<file path="src/rtl/cache_ctrl.sv">
// Set-update controller: reads a set, applies MESI/LRU rules, writes it back; accept->done 3 cycles (n 8/9/other: 2), cmd_ready only when idle.
// Statistics counters are built only when CACHE_CTRL_STATS_EN is defined; otherwise they read as 0.
module cache_ctrl #(
    parameter int SETS = 16384,
    parameter int WAYS = 8,
    localparam int IDX_W  = $clog2(SETS),
    localparam int LRU_W  = $clog2(WAYS),
    localparam int TAG_W  = 12,
    localparam int DATA_W = 32,
    localparam int CMD_W  = 4 + TAG_W + IDX_W,
    localparam int LINE_W = TAG_W + 2 + LRU_W + DATA_W
) (
    input  logic                     clk,
    input  logic                     rst,
    input  logic                     cmd_valid,
    output logic                     cmd_ready,
    input  logic [CMD_W-1:0]         cmd,
    output logic [CMD_W-1:0]         st_cmd,
    input  logic [WAYS*LINE_W-1:0]   st_rdata,
    output logic [WAYS*LINE_W-1:0]   st_wdata,
    output logic                     hit,
    output logic                     miss,
    output logic                     done,
    output logic                     wb_valid,
    output logic [TAG_W-1:0]         wb_tag,
    output logic [31:0]              rd_cnt,
    output logic [31:0]              wr_cnt,
    output logic [31:0]              hit_cnt,
    output logic [31:0]              miss_cnt
);
    localparam int DATA_LSB = 0;
    localparam int LRU_LSB  = DATA_W;
    localparam int MESI_LSB = DATA_W + LRU_W;
    localparam int TAG_LSB  = DATA_W + LRU_W + 2;

    localparam logic [1:0] ST_IDLE = 2'd0, ST_LOOKUP = 2'd1, ST_UPDATE = 2'd2, ST_FIN = 2'd3;
    localparam logic [1:0] MESI_I = 2'd0, MESI_S = 2'd1, MESI_E = 2'd2, MESI_M = 2'd3;
    localparam logic [CMD_W-1:0] IDLE_CMD = {4'hF, {(CMD_W-4){1'b0}}};

    logic [1:0]             state_q, state_d;
    logic [CMD_W-1:0]       st_cmd_q, st_cmd_d;
    logic [WAYS*LINE_W-1:0] rdata_q, rdata_d;
    logic                   hit_q, hit_d, miss_q, miss_d, done_q, done_d, wb_valid_q, wb_valid_d;
    logic [TAG_W-1:0]       wb_tag_q, wb_tag_d;

    logic [3:0]             cur_n;
    logic [TAG_W-1:0]       cur_tag;
    logic                   upd_rw, hit_found, inv_found, upd_wb;
    logic [LRU_W-1:0]       hit_way, inv_way, lru_way, acc_way, old_lru;
    logic [TAG_W-1:0]       upd_wb_tag;
    logic [WAYS*LINE_W-1:0] new_set;

    // Set update computed from the registered lookup data; only meaningful in UPDATE.
    always_comb begin
        cur_n      = st_cmd_q[CMD_W-1 -: 4];
        cur_tag    = st_cmd_q[IDX_W +: TAG_W];
        upd_rw     = (cur_n <= 4'd2);
        hit_found  = 1'b0;
        inv_found  = 1'b0;
        hit_way    = '0;
        inv_way    = '0;
        lru_way    = '0;
        for (int w = WAYS-1; w >= 0; w--) begin
            if (rdata_q[w*LINE_W+TAG_LSB +: TAG_W] == cur_tag &&
                rdata_q[w*LINE_W+MESI_LSB +: 2] != MESI_I) begin
                hit_found = 1'b1;
                hit_way   = LRU_W'(w);
            end
            if (rdata_q[w*LINE_W+MESI_LSB +: 2] == MESI_I) begin
                inv_found = 1'b1;
                inv_way   = LRU_W'(w);
            end
            if (rdata_q[w*LINE_W+LRU_LSB +: LRU_W] == LRU_W'(WAYS-1)) begin
                lru_way = LRU_W'(w);
            end
        end
        acc_way = hit_found ? hit_way : (inv_found ? inv_way : lru_way);
        old_lru = '0;
        for (int w = 0; w < WAYS; w++) begin
            if (LRU_W'(w) == acc_way) old_lru = rdata_q[w*LINE_W+LRU_LSB +: LRU_W];
        end
        new_set    = rdata_q;
        upd_wb     = 1'b0;
        upd_wb_tag = '0;
        for (int w = 0; w < WAYS; w++) begin
            if (upd_rw) begin
                if (LRU_W'(w) == acc_way) begin
                    new_set[w*LINE_W+LRU_LSB +: LRU_W] = '0;
                    if (!hit_found) begin
                        if (rdata_q[w*LINE_W+MESI_LSB +: 2] == MESI_M) begin
                            upd_wb     = 1'b1;
                            upd_wb_tag = rdata_q[w*LINE_W+TAG_LSB +: TAG_W];
                        end
                        new_set[w*LINE_W+TAG_LSB +: TAG_W]   = cur_tag;
                        new_set[w*LINE_W+DATA_LSB +: DATA_W] = '0;
                    end
                    if (cur_n == 4'd1)   new_set[w*LINE_W+MESI_LSB +: 2] = MESI_M;
                    else if (!hit_found) new_set[w*LINE_W+MESI_LSB +: 2] = MESI_E;
                end else if (rdata_q[w*LINE_W+LRU_LSB +: LRU_W] < old_lru) begin
                    new_set[w*LINE_W+LRU_LSB +: LRU_W] = rdata_q[w*LINE_W+LRU_LSB +: LRU_W] + 1'b1;
                end
            end else if (hit_found && LRU_W'(w) == hit_way) begin
                if (cur_n == 4'd3) begin
                    new_set[w*LINE_W+MESI_LSB +: 2] = MESI_I;
                end else if (cur_n == 4'd4) begin
                    if (rdata_q[w*LINE_W+MESI_LSB +: 2] == MESI_M) begin
                        upd_wb     = 1'b1;
                        upd_wb_tag = rdata_q[w*LINE_W+TAG_LSB +: TAG_W];
                    end
                    new_set[w*LINE_W+MESI_LSB +: 2] = MESI_S;
                end
            end
        end
    end

    always_comb begin
        state_d    = state_q;
        st_cmd_d   = st_cmd_q;
        rdata_d    = (state_q == ST_LOOKUP) ? st_rdata : rdata_q;
        hit_d      = 1'b0;
        miss_d     = 1'b0;
        done_d     = 1'b0;
        wb_valid_d = 1'b0;
        wb_tag_d   = wb_tag_q;
        case (state_q)
            ST_IDLE: begin
                if (cmd_valid) begin
                    st_cmd_d = cmd;
                    state_d  = (cmd[CMD_W-1 -: 4] <= 4'd4) ? ST_LOOKUP : ST_FIN;
                end
            end
            ST_LOOKUP: state_d = ST_UPDATE;
            ST_UPDATE: begin
                state_d    = ST_IDLE;
                st_cmd_d   = IDLE_CMD;
                done_d     = 1'b1;
                hit_d      = upd_rw && hit_found;
                miss_d     = upd_rw && !hit_found;
                wb_valid_d = upd_wb;
                if (upd_wb) wb_tag_d = upd_wb_tag;
            end
            default: begin
                state_d  = ST_IDLE;
                st_cmd_d = IDLE_CMD;
                done_d   = 1'b1;
            end
        endcase
    end

    always_ff @(posedge clk) begin
        if (rst) begin
            state_q    <= ST_IDLE;
            st_cmd_q   <= IDLE_CMD;
            rdata_q    <= '0;
            hit_q      <= 1'b0;
            miss_q     <= 1'b0;
            done_q     <= 1'b0;
            wb_valid_q <= 1'b0;
            wb_tag_q   <= '0;
        end else begin
            state_q    <= state_d;
            st_cmd_q   <= st_cmd_d;
            rdata_q    <= rdata_d;
            hit_q      <= hit_d;
            miss_q     <= miss_d;
            done_q     <= done_d;
            wb_valid_q <= wb_valid_d;
            wb_tag_q   <= wb_tag_d;
        end
    end

    assign cmd_ready = (state_q == ST_IDLE);
    assign st_cmd    = st_cmd_q;
    // A reset landing in UPDATE must not commit the set, so the write-back is gated by rst.
    assign st_wdata  = (state_q == ST_UPDATE && !rst) ? new_set : st_rdata;
    assign hit       = hit_q;
    assign miss      = miss_q;
    assign done      = done_q;
    assign wb_valid  = wb_valid_q;
    assign wb_tag    = wb_tag_q;

`ifdef CACHE_CTRL_STATS_EN
    logic [31:0] rd_cnt_q, wr_cnt_q, hit_cnt_q, miss_cnt_q;

    function automatic logic [31:0] sat_inc(input logic [31:0] v);
        return (v == 32'hFFFF_FFFF) ? v : v + 32'd1;
    endfunction

    always_ff @(posedge clk) begin
        if (rst || (state_q == ST_FIN && cur_n == 4'd8)) begin
            rd_cnt_q   <= '0;
            wr_cnt_q   <= '0;
            hit_cnt_q  <= '0;
            miss_cnt_q <= '0;
        end else if (state_q == ST_UPDATE) begin
            if (cur_n == 4'd0 || cur_n == 4'd2) rd_cnt_q <= sat_inc(rd_cnt_q);
            if (cur_n == 4'd1) wr_cnt_q <= sat_inc(wr_cnt_q);
            if (hit_d)  hit_cnt_q  <= sat_inc(hit_cnt_q);
            if (miss_d) miss_cnt_q <= sat_inc(miss_cnt_q);
        end
    end

    assign rd_cnt   = rd_cnt_q;
    assign wr_cnt   = wr_cnt_q;
    assign hit_cnt  = hit_cnt_q;
    assign miss_cnt = miss_cnt_q;
`else
    assign rd_cnt   = '0;
    assign wr_cnt   = '0;
    assign hit_cnt  = '0;
    assign miss_cnt = '0;
`endif
endmodule
</file>
<file path="config.mk">
export PLATFORM = sky130hd
export DESIGN_NAME = cache_ctrl
export DESIGN_NICKNAME = d
export VERILOG_FILES = /design/src/rtl/cache_ctrl.sv
export SDC_FILE = /design/constraint.sdc
export NUM_CORES = 2
export LEC_CHECK = 0
export CORE_AREA = 2 2 383 385
export DETAILED_ROUTE_END_ITERATION = 8
export DIE_AREA = 0 0 385 387
export PLACE_DENSITY_LB_ADDON = 0.05
export SYNTH_ARGS = -nofsm -noshare
export SYNTH_HDL_FRONTEND = slang
export SYNTH_SLANG_ARGS = --single-unit
</file>
<file path="constraint.sdc">
create_clock -name clk -period 6.6 [get_ports clk]
set_clock_uncertainty 0.2 [all_clocks]
set_input_delay 0.66 -clock clk [delete_from_list [all_inputs] [get_ports clk]]
set_output_delay 0.66 -clock clk [all_outputs]
set_load 0.01 [all_outputs]
</file>
==> flow_summary_export.csv <==
group,metric,value,unit
run_status,status,"finished, final reports clean",
floorplan,die_x,385,um
global_routing,grt_pass1_vias,31300,
sta,worstMarginPinSlew,1.35,ns
detailed_routing,wl,177000,um
detailed_routing,routedWlPerCell,25.6,um
power,combPwrFrac,26.1,%
place,dpl.hpwl,131000,um
min_path,hp-class,"input port to register",
synthesis,syn_inst,4149,
floorplan,start_util,18.9,%
detailed_routing,dr.pass1.iters,6,
layout,area_delta_synth_final,48.8,%
clock_network,insertion_delay,0.69,ns
power,switching_share,33.2,%
synthesis,async_flop_share,0,%
synthesis,synth_ff_type,"dfxtp_1",
clock_network,cts_max_path_buffers,3,
synthesis,syn_avg_cell_area,6.58,um^2
global_routing,grt_pass1_wl,247000,um
sta,drv_slew,0,
sta,setup_total_negative_slack,0,ns
power,internal_power,5.70,mW
synthesis,synth_warnings,0,
clock_network,cts-root-buf,"clkbuf_16",
power,p_leak,15.1,nW
synthesis,synth_area,0.0273,mm^2
detailed_routing,vias_per_cell,4.65,
sta,fmax,156,MHz
global_routing,grt.total_usage,22.7,%
place,placedCellCount,6803,
clock_network,worst_setup_hold_path_clk_slew,0.06,ns
synthesis,synth_edf_count,0,
place,gp_congestion,0.938,
power,switchingPower,2.83,mW
detailed_routing,postRouteAntennaNets,0,
detailed_routing,vias,32300,
floorplan,core-area,0.145,mm^2
sta,timing.final.crit_period,6.40,ns
sta,hold_viol,0,
layout,multiInputGateArea,0.0169,mm^2
floorplan,die-height,387,um
power,worst_ir_drop_vdd,0.210,mV
layout,final_layout_size_suffix_gt1_share,8.39,%
sta,post-route-period-util,97.0,%
floorplan,die_area,0.149,mm^2
layout,finalNonFillerCells,6934,
clock_network,cts_tree,"yes",
sta,relSlewSlack,9.42,%
worst_setup_path,cp.arrival,5.54,ns
power,p_seq_share,34.0,%
synthesis,seq_area_frac_synth,32.2,%
run,maxCapViolCount,0,
worst_setup_path,path_class,"register to primary output",
clock_network,cts_sinks,440,
synthesis,ys_types,97,
layout,nets,5414,
worst_setup_path,cp_max_fo,16,
detailed_routing,drcViolationCount,0,
floorplan,rows,140,
global_routing,grt_remaining_overflow,0,
sta,finalSetupViolations,0,
floorplan,io_pins,992,
worst_setup_path,worstPathRequired,5.74,ns
power,power_density,210,mW/mm^2
global_routing,grt_max_degree,173,
detailed_routing,drt_iter0_markers,2420,
place,port_buffers,863,
power,p_clk_share,39.9,%
global_routing,antenna_found_initial,29,
layout,n_fill_cell,16100,
clock_network,htreeDepth,2,
worst_setup_path,startpoint_type,"register",
clock_network,cts_made_buffers,61,
worst_setup_path,end_kind,"primary output",
layout,regArea,0.00882,mm^2
synthesis,ys_ff_latch,440,
-- cells in the final DEF (no fill, tap or decap), types with 11 or more instances in the layout --
cell             count
clkbuf_8            17
diode_2             12
o21ai_1             22
dlygate4sd2_1       16
buf_4              197
xor2_1              51
clkbuf_16           63
nand2_1           1553
xnor2_1             45
conb_1             128
buf_12              16
a21oi_1            497
inv_1               27
ha_1                32
o22ai_1             21
nor4_2              11
clkinv_2            15
mux2i_1             49
a211oi_1            12
nor4_1              16
nor3_1              26
o21ai_0            330
clkbuf_1            12
nand4_1             21
clkdlybuf4s50_1    841
a222oi_1            19
nor2_1             161
a31oi_1             43
dfxtp_1            432
nand3_1             35
-- sequential cells by signal, summed over array words and instances (netlist names) --
register and flops:
done 1, hit 1, rdata_q 392, wb_tag 12, state_q 2, miss 1
wb_valid 1, st_cmd 30
-- synth_stat cells, drive strengths merged, types with 12 or more instances --
| cell | count | area [um^2] |
|---|---|---|
| a21oi | 502 | 2520 |
| xnor2 | 45 | 394 |
| ha | 32 | 400 |
| nand4 | 24 | 178 |
| buf | 180 | 1260 |
| nor2 | 171 | 652 |
| or2 | 15 | 93.9 |
| nor4 | 31 | 219 |
| inv | 27 | 101 |
| a211oi | 13 | 103 |
| nor3 | 30 | 166 |
| o221ai | 12 | 136 |
| dfxtp | 440 | 8810 |
| xor2 | 51 | 447 |
| o22ai | 21 | 131 |
| mux2i | 49 | 490 |
| a31oi | 45 | 297 |
| clkbuf | 279 | 1050 |
| nand2 | 1556 | 5840 |
| nand3 | 35 | 175 |
| o21ai | 354 | 1780 |
| a222oi | 19 | 190 |
-- power by group through the flow --
stage                     logic, mW  registers [mW]  clock network (mW)
after CTS                      2.23            2.89                3.55
final                          2.23            2.90                3.40
after global placement         2.22            2.95                   0
after detailed placement       2.21            2.95                   0
after global routing           2.40            2.91                3.63
after floorplan                1.00            2.92                   0
-- kinds of logic (layout without fill, tap and decap cells) --
family,count (synthesis),count (layout),synth area share (%)
AO/OA/AOI/OAI,1109,1109,23.7
AND/OR/NAND/NOR,1926,1926,28.5
adder cells (fa/ha/maj),32,32,1.47
multiplexers,59,59,2.21
buffers and inverters,486,1215,8.81
flip-flops,440,440,32.2
other,1,140,0.0137
XOR/XNOR,96,96,3.08
-- critical path, stage by stage, from the launching register on --
cell and delay (ns):
dfxtp_2 0.35, buf_4 0.16, xor2_1 0.16, nor4_1 0.28, nand4_1 0.22, or4_4 0.63
o21ai_4 0.12, a32oi_4 0.17, a21o_1 0.24, buf_6 0.17, nor2_1 0.15, a22oi_1 0.11
a21oi_1 0.20, a21oi_2 0.06, buf_4 0.17, ha_1 0.30, a21oi_1 0.17, a31oi_2 0.15
and3_1 0.22, a221o_1 0.26, clkdlybuf4s50_1 0.56
-- metrics by stage --
stage	total power, mW	util, %	setup WS [ns]	hold WS (ns)	cell area, um^2
after CTS	8.68	27.9	0.00480	0.169	40400
after global placement	5.17	26.5	0.175	0.243	38400
final	8.53	28.1	0.198	0.195	40600
after floorplan	3.92	-	1.28	0.237	27800
after detailed placement	5.17	26.5	0.107	0.247	38400
after global routing	8.94	28.0	-0.0173	0.204	40600
-- layer usage --
layer  wire length, um  global-route usage (%)  vias up
met4              3320                    4.82       32
met2             87300                    39.6     1046
met3             11800                    5.21      181
met5               204                       0        -
li1                  -                       -    15400
met1             74600                    28.3    15600
-- cell type report --
cell class | instances | share of cell area, %
Clock inverter | 19 | 0.317
Antenna cell | 12 | 0.0739
Timing Repair Buffer | 1077 | 25.7
Tap cell | 1917 | 5.90
Sequential cell | 440 | 21.7
Inverter | 27 | 0.249
Clock buffer | 92 | 4.57
Multi-Input combinational cell | 3350 | 41.5
-- final timing paths --
| path | startpoint | to | slack [ns] | cells past startpoint |
|---|---|---|---|---|
| worst max register to register | st_cmd[21] | wb_tag[11] | 1.60 | 15 |
| worst max-delay path | st_cmd[22] | st_wdata[180] | 0.20 | 20 |
| worst min-delay path | rst | rdata_q[6] | 0.20 | 2 |
| worst min register to register | rdata_q[353] | rdata_q[353] | 0.25 | 2 |
-- what timing repair did --
item / CTS / global route
setup buffers: 2 / 6
hold buffers: 0 / 0
endpoints found under the setup margin: 133 / 31
gates resized for setup: 35 / 30
pin swaps: 2 / 8
Note: power is estimated with default switching activity, not from simulation.
